**src/rtl/p1v_reset_ctrl.sv**
```systemverilog
// Reset sequencer for the p1v core: syncs/debounces resn_raw, enforces POR/min-pulse/release widths, holds reset on PLL loss.
// Optional watchdog is compiled in with P1V_RESET_WDT_EN; inp_resn is registered off the FSM state (high only in RUN).
module p1v_reset_ctrl #(
    parameter int unsigned POR_CYCLES      = 160000,
    parameter int unsigned DEBOUNCE_CYCLES = 1600,
    parameter int unsigned MIN_PULSE       = 16000,
    parameter int unsigned RELEASE_CYCLES  = 1600,
    parameter int unsigned WDT_CYCLES      = 16000000
) (
    input  logic       clock_160,
    input  logic       reset,
    input  logic       resn_raw,
    input  logic       pll_locked,
    input  logic       wdt_kick,
    output logic       inp_resn,
    output logic [1:0] rst_cause,
    output logic [7:0] reset_count,
    output logic       in_reset
);

    localparam int unsigned CNT_W = 24;
    localparam int unsigned DEB_W = $clog2(DEBOUNCE_CYCLES + 1);
    localparam logic [CNT_W-1:0] POR_LAST = CNT_W'(POR_CYCLES - 1);
    localparam logic [CNT_W-1:0] MIN_LAST = CNT_W'(MIN_PULSE - 1);
    localparam logic [CNT_W-1:0] REL_LAST = CNT_W'(RELEASE_CYCLES - 1);
    localparam logic [CNT_W-1:0] WDT_LAST = CNT_W'(WDT_CYCLES - 1);
    localparam logic [DEB_W-1:0] DEB_LAST = DEB_W'(DEBOUNCE_CYCLES - 1);

    typedef enum logic [1:0] {
        S_POR     = 2'd0,
        S_RUN     = 2'd1,
        S_ASSERT  = 2'd2,
        S_RELEASE = 2'd3
    } state_t;

    state_t           r_state;
    state_t           w_next;
    logic [CNT_W-1:0] r_cnt;
    logic             r_resn_s1;
    logic             r_resn_s2;
    logic             r_pll_s1;
    logic             r_pll_s2;
    logic             r_req_n_filt;
    logic [DEB_W-1:0] r_deb_cnt;
    logic             r_inp_resn;
    logic [1:0]       r_rst_cause;
    logic [7:0]       r_reset_count;
    logic             w_wdt_expire;
    logic             w_cause_upd;
    logic [1:0]       w_cause_d;
    logic             w_count_inc;
    logic             w_inp_resn_d;
    logic             w_cnt_clr;
    logic             w_cnt_inc;

    always_ff @(posedge clock_160) begin
        if (reset) begin
            r_resn_s1 <= 1'b1;
            r_resn_s2 <= 1'b1;
            r_pll_s1  <= 1'b1;
            r_pll_s2  <= 1'b1;
        end else begin
            r_resn_s1 <= resn_raw;
            r_resn_s2 <= r_resn_s1;
            r_pll_s1  <= pll_locked;
            r_pll_s2  <= r_pll_s1;
        end
    end

    // The filtered request only follows s2 after it has differed for DEBOUNCE_CYCLES in a row.
    always_ff @(posedge clock_160) begin
        if (reset) begin
            r_req_n_filt <= 1'b1;
            r_deb_cnt    <= '0;
        end else if (r_resn_s2 == r_req_n_filt) begin
            r_deb_cnt <= '0;
        end else if (r_deb_cnt == DEB_LAST) begin
            r_req_n_filt <= r_resn_s2;
            r_deb_cnt    <= '0;
        end else begin
            r_deb_cnt <= r_deb_cnt + DEB_W'(1);
        end
    end

`ifdef P1V_RESET_WDT_EN
    logic             r_wdt_s1;
    logic             r_wdt_s2;
    logic             r_wdt_s3;
    logic [CNT_W-1:0] r_wdt_cnt;
    logic             w_kick;

    assign w_kick = r_wdt_s2 ^ r_wdt_s3;

    always_ff @(posedge clock_160) begin
        if (reset) begin
            r_wdt_s1  <= 1'b1;
            r_wdt_s2  <= 1'b1;
            r_wdt_s3  <= 1'b1;
            r_wdt_cnt <= '0;
        end else begin
            r_wdt_s1 <= wdt_kick;
            r_wdt_s2 <= r_wdt_s1;
            r_wdt_s3 <= r_wdt_s2;
            if ((r_state != S_RUN) || w_kick) begin
                r_wdt_cnt <= '0;
            end else begin
                r_wdt_cnt <= r_wdt_cnt + CNT_W'(1);
            end
        end
    end

    assign w_wdt_expire = (r_state == S_RUN) && (r_wdt_cnt == WDT_LAST);
`else
    logic [CNT_W:0] w_unused_wdt;
    assign w_unused_wdt = {wdt_kick, WDT_LAST};
    assign w_wdt_expire = 1'b0;
`endif

    always_ff @(posedge clock_160) begin
        if (reset) begin
            r_state <= S_POR;
        end else begin
            r_state <= w_next;
        end
    end

    // PLL loss outranks everything but reset; watchdog outranks the external request.
    always_comb begin
        w_next      = r_state;
        w_cause_upd = 1'b0;
        w_cause_d   = r_rst_cause;
        w_count_inc = 1'b0;
        if (!r_pll_s2) begin
            w_next      = S_POR;
            w_cause_upd = 1'b1;
            w_cause_d   = 2'b11;
        end else begin
            case (r_state)
                S_POR: begin
                    if (r_cnt == POR_LAST) begin
                        if (!r_req_n_filt) begin
                            w_next      = S_ASSERT;
                            w_cause_upd = 1'b1;
                            w_cause_d   = 2'b01;
                        end else begin
                            w_next = S_RUN;
                        end
                    end
                end
                S_RUN: begin
                    if (w_wdt_expire) begin
                        w_next      = S_ASSERT;
                        w_cause_upd = 1'b1;
                        w_cause_d   = 2'b10;
                        w_count_inc = 1'b1;
                    end else if (!r_req_n_filt) begin
                        w_next      = S_ASSERT;
                        w_cause_upd = 1'b1;
                        w_cause_d   = 2'b01;
                        w_count_inc = 1'b1;
                    end
                end
                S_ASSERT: begin
                    if ((r_cnt == MIN_LAST) && r_req_n_filt) begin
                        w_next = S_RELEASE;
                    end
                end
                S_RELEASE: begin
                    if (!r_req_n_filt) begin
                        w_next      = S_ASSERT;
                        w_cause_upd = 1'b1;
                        w_cause_d   = 2'b01;
                        w_count_inc = 1'b1;
                    end else if (r_cnt == REL_LAST) begin
                        w_next = S_RUN;
                    end
                end
                default: w_next = S_POR;
            endcase
        end
    end

    always_comb begin
        w_inp_resn_d = (r_state == S_RUN);
        w_cnt_clr    = (w_next != r_state) || !r_pll_s2;
        w_cnt_inc    = (r_state != S_RUN) && !((r_state == S_ASSERT) && (r_cnt == MIN_LAST));
    end

    always_ff @(posedge clock_160) begin
        if (reset) begin
            r_cnt <= '0;
        end else if (w_cnt_clr) begin
            r_cnt <= '0;
        end else if (w_cnt_inc) begin
            r_cnt <= r_cnt + CNT_W'(1);
        end
    end

    always_ff @(posedge clock_160) begin
        if (reset) begin
            r_inp_resn    <= 1'b0;
            r_rst_cause   <= 2'b00;
            r_reset_count <= 8'd0;
        end else begin
            r_inp_resn <= w_inp_resn_d;
            if (w_cause_upd) begin
                r_rst_cause <= w_cause_d;
            end
            if (w_count_inc && (r_reset_count != 8'hFF)) begin
                r_reset_count <= r_reset_count + 8'd1;
            end
        end
    end

    assign inp_resn    = r_inp_resn;
    assign in_reset    = ~r_inp_resn;
    assign rst_cause   = r_rst_cause;
    assign reset_count = r_reset_count;

endmodule

```
**config.mk**
```make
export PLATFORM = sky130hd
export DESIGN_NAME = p1v_reset_ctrl
export DESIGN_NICKNAME = d
export VERILOG_FILES = /design/src/rtl/p1v_reset_ctrl.sv
export SDC_FILE = /design/constraint.sdc
export NUM_CORES = 1
export LEC_CHECK = 0
export CAP_MARGIN = 25
export CORE_UTILIZATION = 55
export CTS_BUF_LIST = sky130_fd_sc_hd__clkbuf_4 sky130_fd_sc_hd__clkbuf_8
export DETAILED_ROUTE_END_ITERATION = 10
export GPL_TIMING_DRIVEN = 0
export PLACE_DENSITY = 0.75
export SETUP_SLACK_MARGIN = 0.4
export SLEW_MARGIN = 20
export SYNTH_ARGS = -nofsm -noshare
export SYNTH_HDL_FRONTEND = slang
export SYNTH_SLANG_ARGS = --single-unit
```
**constraint.sdc**
```tcl
create_clock -name clock_160 -period 3.75 [get_ports clock_160]
set_clock_uncertainty 0.15 [all_clocks]
set_input_delay 0.5625 -clock clock_160 [delete_from_list [all_inputs] [get_ports clock_160]]
set_output_delay 0.5625 -clock clock_160 [all_outputs]
set_load 0.005 [all_outputs]
```
### Word level (Yosys, flattened, before mapping)

Index checks and enable logic that the tools add are counted.

* flip-flop bits (word level): 53
* input bits: 5
* output and inout port bits: 12
* word-level logic and storage cells: 60

* add/subtract/negate cells: 3
* eq/ne operators: 13
* muxes and demuxes: 18
* bitwise gates (word level): 2
* reductions and logical operators: 13

Operator list (count)
* 24-bit by 1-bit adder with 24-bit output (second input constant): 1
* 24-bit by 11-bit == test with 1-bit output (second input constant): 1
* 24-bit by 14-bit == test with 1-bit output (second input constant): 1
* 24-bit by 18-bit == test with 1-bit output (second input constant): 1
* 2-bit two-way mux: 10
* 11-bit by 1-bit adder with 11-bit output (second input constant): 1
* 11-bit == test (second input constant): 1
* 8-bit by 1-bit adder with 8-bit output (second input constant): 1
* 8-bit != test (second input constant): 1
* 2-bit case mux with 4 select lines: 1
* 1-bit two-way mux: 5
* 2-bit == test (second input constant): 2
* 1-bit logical AND: 4
* 2-bit case mux with 2 select lines: 1
* 2-bit OR reduction: 2
* 3-bit by 2-bit != test with 1-bit output (second input constant): 1
* 3-bit != test (second input constant): 1
* 3-bit AND reduction: 1
* 3-bit OR reduction: 1
* 2-bit by 1-bit == test with 1-bit output (second input constant): 1
* 1-bit logical NOT: 2
* 2-bit logical NOT: 1
* 2-bit by 1-bit != test with 1-bit output (second input constant): 1
* 2-bit != test: 1
* other kinds (5): 6

### Depth between registers and ports, before layout

* word-level depth: 8
* mapped depth: 9
* gate-level depth less buffers: 7

### Worst setup path before layout

Ideal clock, no wire load.

* path type: reg2reg
* start point: reg r_cnt[0]
* end point: reg r_cnt[5]
* library setup time: 0.115 ns
* arrival time: 1.969 ns
* data required time: 3.485 ns
* path slack: 1.516 ns
* cell stages (with the launch flop): 10
* buffers on the path: 2
* period minus slack after synthesis: 2.234 ns
* path through: dfxtp_1 > ha_1 > and4_1 > clkbuf_1 > nand4_1 > nor4_2 > a21oi_1 > o211ai_2 > buf_6 > nor2_1

* word-level cells in the longest chain between the ends: 8
* elaborated cells on any way between the ends: 17
* classes of those cells: add/sub: 1; eq/ne: 4; mux: 6; reduce/logical: 6

Ends and longest elaborated chain
* start, declared: RTL line 38 `logic [CNT_W-1:0] r_cnt;`
* start signal, assigned: RTL line 195 `r_cnt <= r_cnt + CNT_W'(1);`
* 24-bit by 11-bit == test with 1-bit output or 24-bit by 14-bit == test with 1-bit output (tied branches): RTL line 174, 164, 186
* 2-bit two-way mux or 1-bit logical AND (tied branches): RTL line 174, 164
* 2-bit two-way mux, on equally long branches: RTL line 169, 164
* 2-bit case mux with 4 select lines: RTL line 138 `case (r_state)`
* 2-bit two-way mux: RTL line 133 `if (!r_pll_s2) begin`
* 2-bit != test: RTL line 185 `w_cnt_clr = (w_next != r_state) || !r_pll_s2;`
* 1-bit logical OR: RTL line 185
* 2-bit OR reduction (no source line)

Several ways; a longest one is shown, not always the timed one.
A chain may end at the register's enable or synchronous reset.

### Worst setup path after layout

* start point: reg r_cnt[0]
* end point: reg r_cnt[10]

The elaborated chain is that of the path after synthesis.

==> impl_results.md <==
- Hold Slack: 0.2615 ns
- Crit share post-route: between 70 and 80%
- Post-Synthesis Cell Area: about 0.0024 mm^2
- GP Congestion: slightly above 0.8
- Total grt overflow: 0
- RSZ-0062 raised after global routing: no
- Area occupied by multi-input gates: 0.001250 mm^2
- Fmax: 362.9 MHz
- Yosys cell types: about 40
- Post_cts resized: 0
- Hold Buf Count CTS: 0
- Max VDD drop: 243.3 uV
- DR vias: roughly 1800
- # clock sinks: 53
- Final WS setup: 0.9947 ns
- Clock slew at reported path FFs: 0.10 ns
- Initial antenna violation count: 0
- 1st-pass router iterations: 4
- Clk_lat worst skew: about 0.31 ns
- First-iteration detailed-routing DRC count: 83
- Die area: 0.004582 mm^2
- Fin nets: 292
- Final Setup Violations: 0
- CP Launch Type: register
- Critical path class: register to register
- Crit Path Max Fanout: 10
- Yosys warns: 0
- Effective utilization at floorplan: around three fifths
- Largest net degree at the start of global routing: 18
- Worst slew pin tran: about 0.7 ns
- Core area: around 0.004 mm^2
- Worst hold path cell count: 1
- # IOs: 17
- Pwr Density: 369.2 mW/mm^2
- Row count: 23
- CTS buffer count: 5
- Seq/Total Area, Yosys: roughly 45%
- Layout cells sized above 1: 7.719%
- MaxCap Viol Count: 0
- Post-synth EDFFs: 0
- CTS tree: yes
- Vias per cell: ~5.4
- Vias in the first global route: 1659
- Post-DP HPWL: 3056 um
- Total design power: roughly 1 mW
- GRT Util Overall: 22.08%
- First-pass GRT wire length: approximately 7400 um
- Final wirelength: 4353 um
- DRC: 0
- Post-route ant nets: 0
- Diodes inserted: 0
- Place WS: 1.095 ns
- Final period demand of the worst path: 2.755 ns
- Static Leakage: slightly below 1 nW
- Total negative setup slack: 0 ns
- Area Growth Syn to Fin: 13.71%
- Post-Syn Area per Cell: 9.059 um^2
- Reg2Reg Depth: 9
- Status: complete, no violations
- Design Area, Final: 0.002699 mm^2
- Placed cell area: around 0.0026 mm^2
- Cell count after synthesis: 262
- Max Buffers Root-to-Sink: 2
- Final Hold Vio Count: 0
- Area taken by flip-flops and latches: about 0.0011 mm^2
- Final max-slew violation count: 0
- Slew HR: between 50% and 60%
- Routing usage on met2: about 34%
- Worst Setup End Kind: register
- CTS root buf: clkbuf_8
- Fraction of registers with async set/reset: 0%
- # port buffers: 15
- Synth Net Count: 270
- Met3 usage in global routing: 6.081%
- Die Wd: 67.69 um
- Hold WC Path Type: register to register
- Fill cell count: 353
- Synth Flop Type: dfxtp_1
- # H-tree levels: 2
- Setup Fix Bufs, Post-CTS: 0
- GR Util met1: 28.35%
- Die Span Y: 67.69 um
- Post-DR wirelength/cell: around 13 um
- Busiest grt layer: met2
- Yosys reg bits: 53
- CP arrival: 2.81 ns
- Worst path required time: about 3.8 ns
placed cells by master, fill, tap and decap left out, drive strengths merged, types with 4 or more instances in the layout:
cell	Yosys	final
dfxtp	53	53
nor2	50	50
xor2	23	23
nand3	19	19
xnor2	17	17
clkdlybuf4s50	0	15
nand2	12	12
nand4	11	11
clkbuf	5	10
and3	9	9
nor2b	6	6
and4	5	5
nor3	5	5
inv	4	5
nor4	5	5
or2	4	4
a21oi	4	4
synth_stat cells (4+ instances only):
| cell | n | area [um^2] |
|---|---|---|
| and3_1 | 9 | 56.30 |
| or2_2 | 4 | 25.02 |
| xnor2_1 | 17 | 148.9 |
| clkbuf_1 | 4 | 15.01 |
| nor2b_1 | 6 | 37.54 |
| nor2_1 | 50 | 187.7 |
| a21oi_1 | 4 | 20.02 |
| nand3_1 | 19 | 95.09 |
| nor3_1 | 5 | 25.02 |
| inv_1 | 4 | 15.01 |
| nand2_1 | 12 | 45.04 |
| xor2_1 | 23 | 201.4 |
| nand4_1 | 11 | 68.82 |
| and4_1 | 5 | 43.79 |
| dfxtp_1 | 53 | 1061 |
sequential cells by signal (all words and copies together), names as in the netlist:
| signal | flops |
|---|---|
| r_state | 2 |
| r_resn_s1 | 1 |
| r_cnt | 24 |
| r_resn_s2 | 1 |
| r_pll_s1 | 1 |
| r_pll_s2 | 1 |
| rst_cause | 2 |
| r_deb_cnt | 11 |
| reset_count | 8 |
| r_req_n_filt | 1 |
| inp_resn | 1 |
per-layer routing:
metal	wire length, um	part of all wire, %	vias up
met5	0	0	-
met1	2213	51	840
met2	1908	44	29
li1	-	-	945
met4	66	1.5	0
met3	164	3.8	6
area by class of cell:
type                            count  area share, %
Multi-Input combinational cell    197          46.31
Sequential cell                    53          39.31
Timing Repair Buffer               15          5.563
Clock buffer                        5          2.550
Tap cell                           50          2.318
Buffer                              8          1.762
Clock inverter                      3          1.623
Inverter                            4         0.5563
power breakdown:
part | switching (mW) | total (mW) | internal [mW]
clock network | 0.194 | 0.394 | 0.200
registers | 0.00533 | 0.574 | 0.568
logic | 0.0151 | 0.0289 | 0.0138
total | 0.214 | 0.997 | 0.782
worst paths after layout:
check	start	end	slack (ns)
max	r_cnt[0]	r_cnt[10]	0.99
max reg2reg	r_cnt[0]	r_cnt[10]	0.99
min reg2reg	r_resn_s1	r_resn_s2	0.26
min	r_resn_s1	r_resn_s2	0.26
stage by stage:
stage / util, % / cells
after detailed placement: 63.74 / 327
final: 66.51 / 335
after global routing: 66.51 / 335
after CTS: 66.51 / 335
after global placement: 63.74 / 327
after floorplan: - / 262
worst max-delay path, cell delays in order, from the launching register on:
cell and delay, ns:
dfxtp_1 0.43, ha_1 0.24, and4_1 0.20, clkbuf_1 0.26, nand4_1 0.21, nor4_2 0.37, a21oi_1 0.15, o211ai_2 0.36
buf_6 0.20, nor2_1 0.06
cell families (layout without fill, tap and decap cells):
| family | after synthesis | count (layout) | share of synthesized area [%] |
|---|---|---|---|
| buf+inv | 12 | 35 | 2.635 |
| simple gates | 138 | 138 | 31.31 |
| fa+ha+maj | 3 | 3 | 1.582 |
| xor+xnor | 40 | 40 | 14.76 |
| flops | 53 | 53 | 44.70 |
| compound gates | 15 | 15 | 4.586 |
| mux | 1 | 1 | 0.4217 |
(Power assumes the default switching activity.)
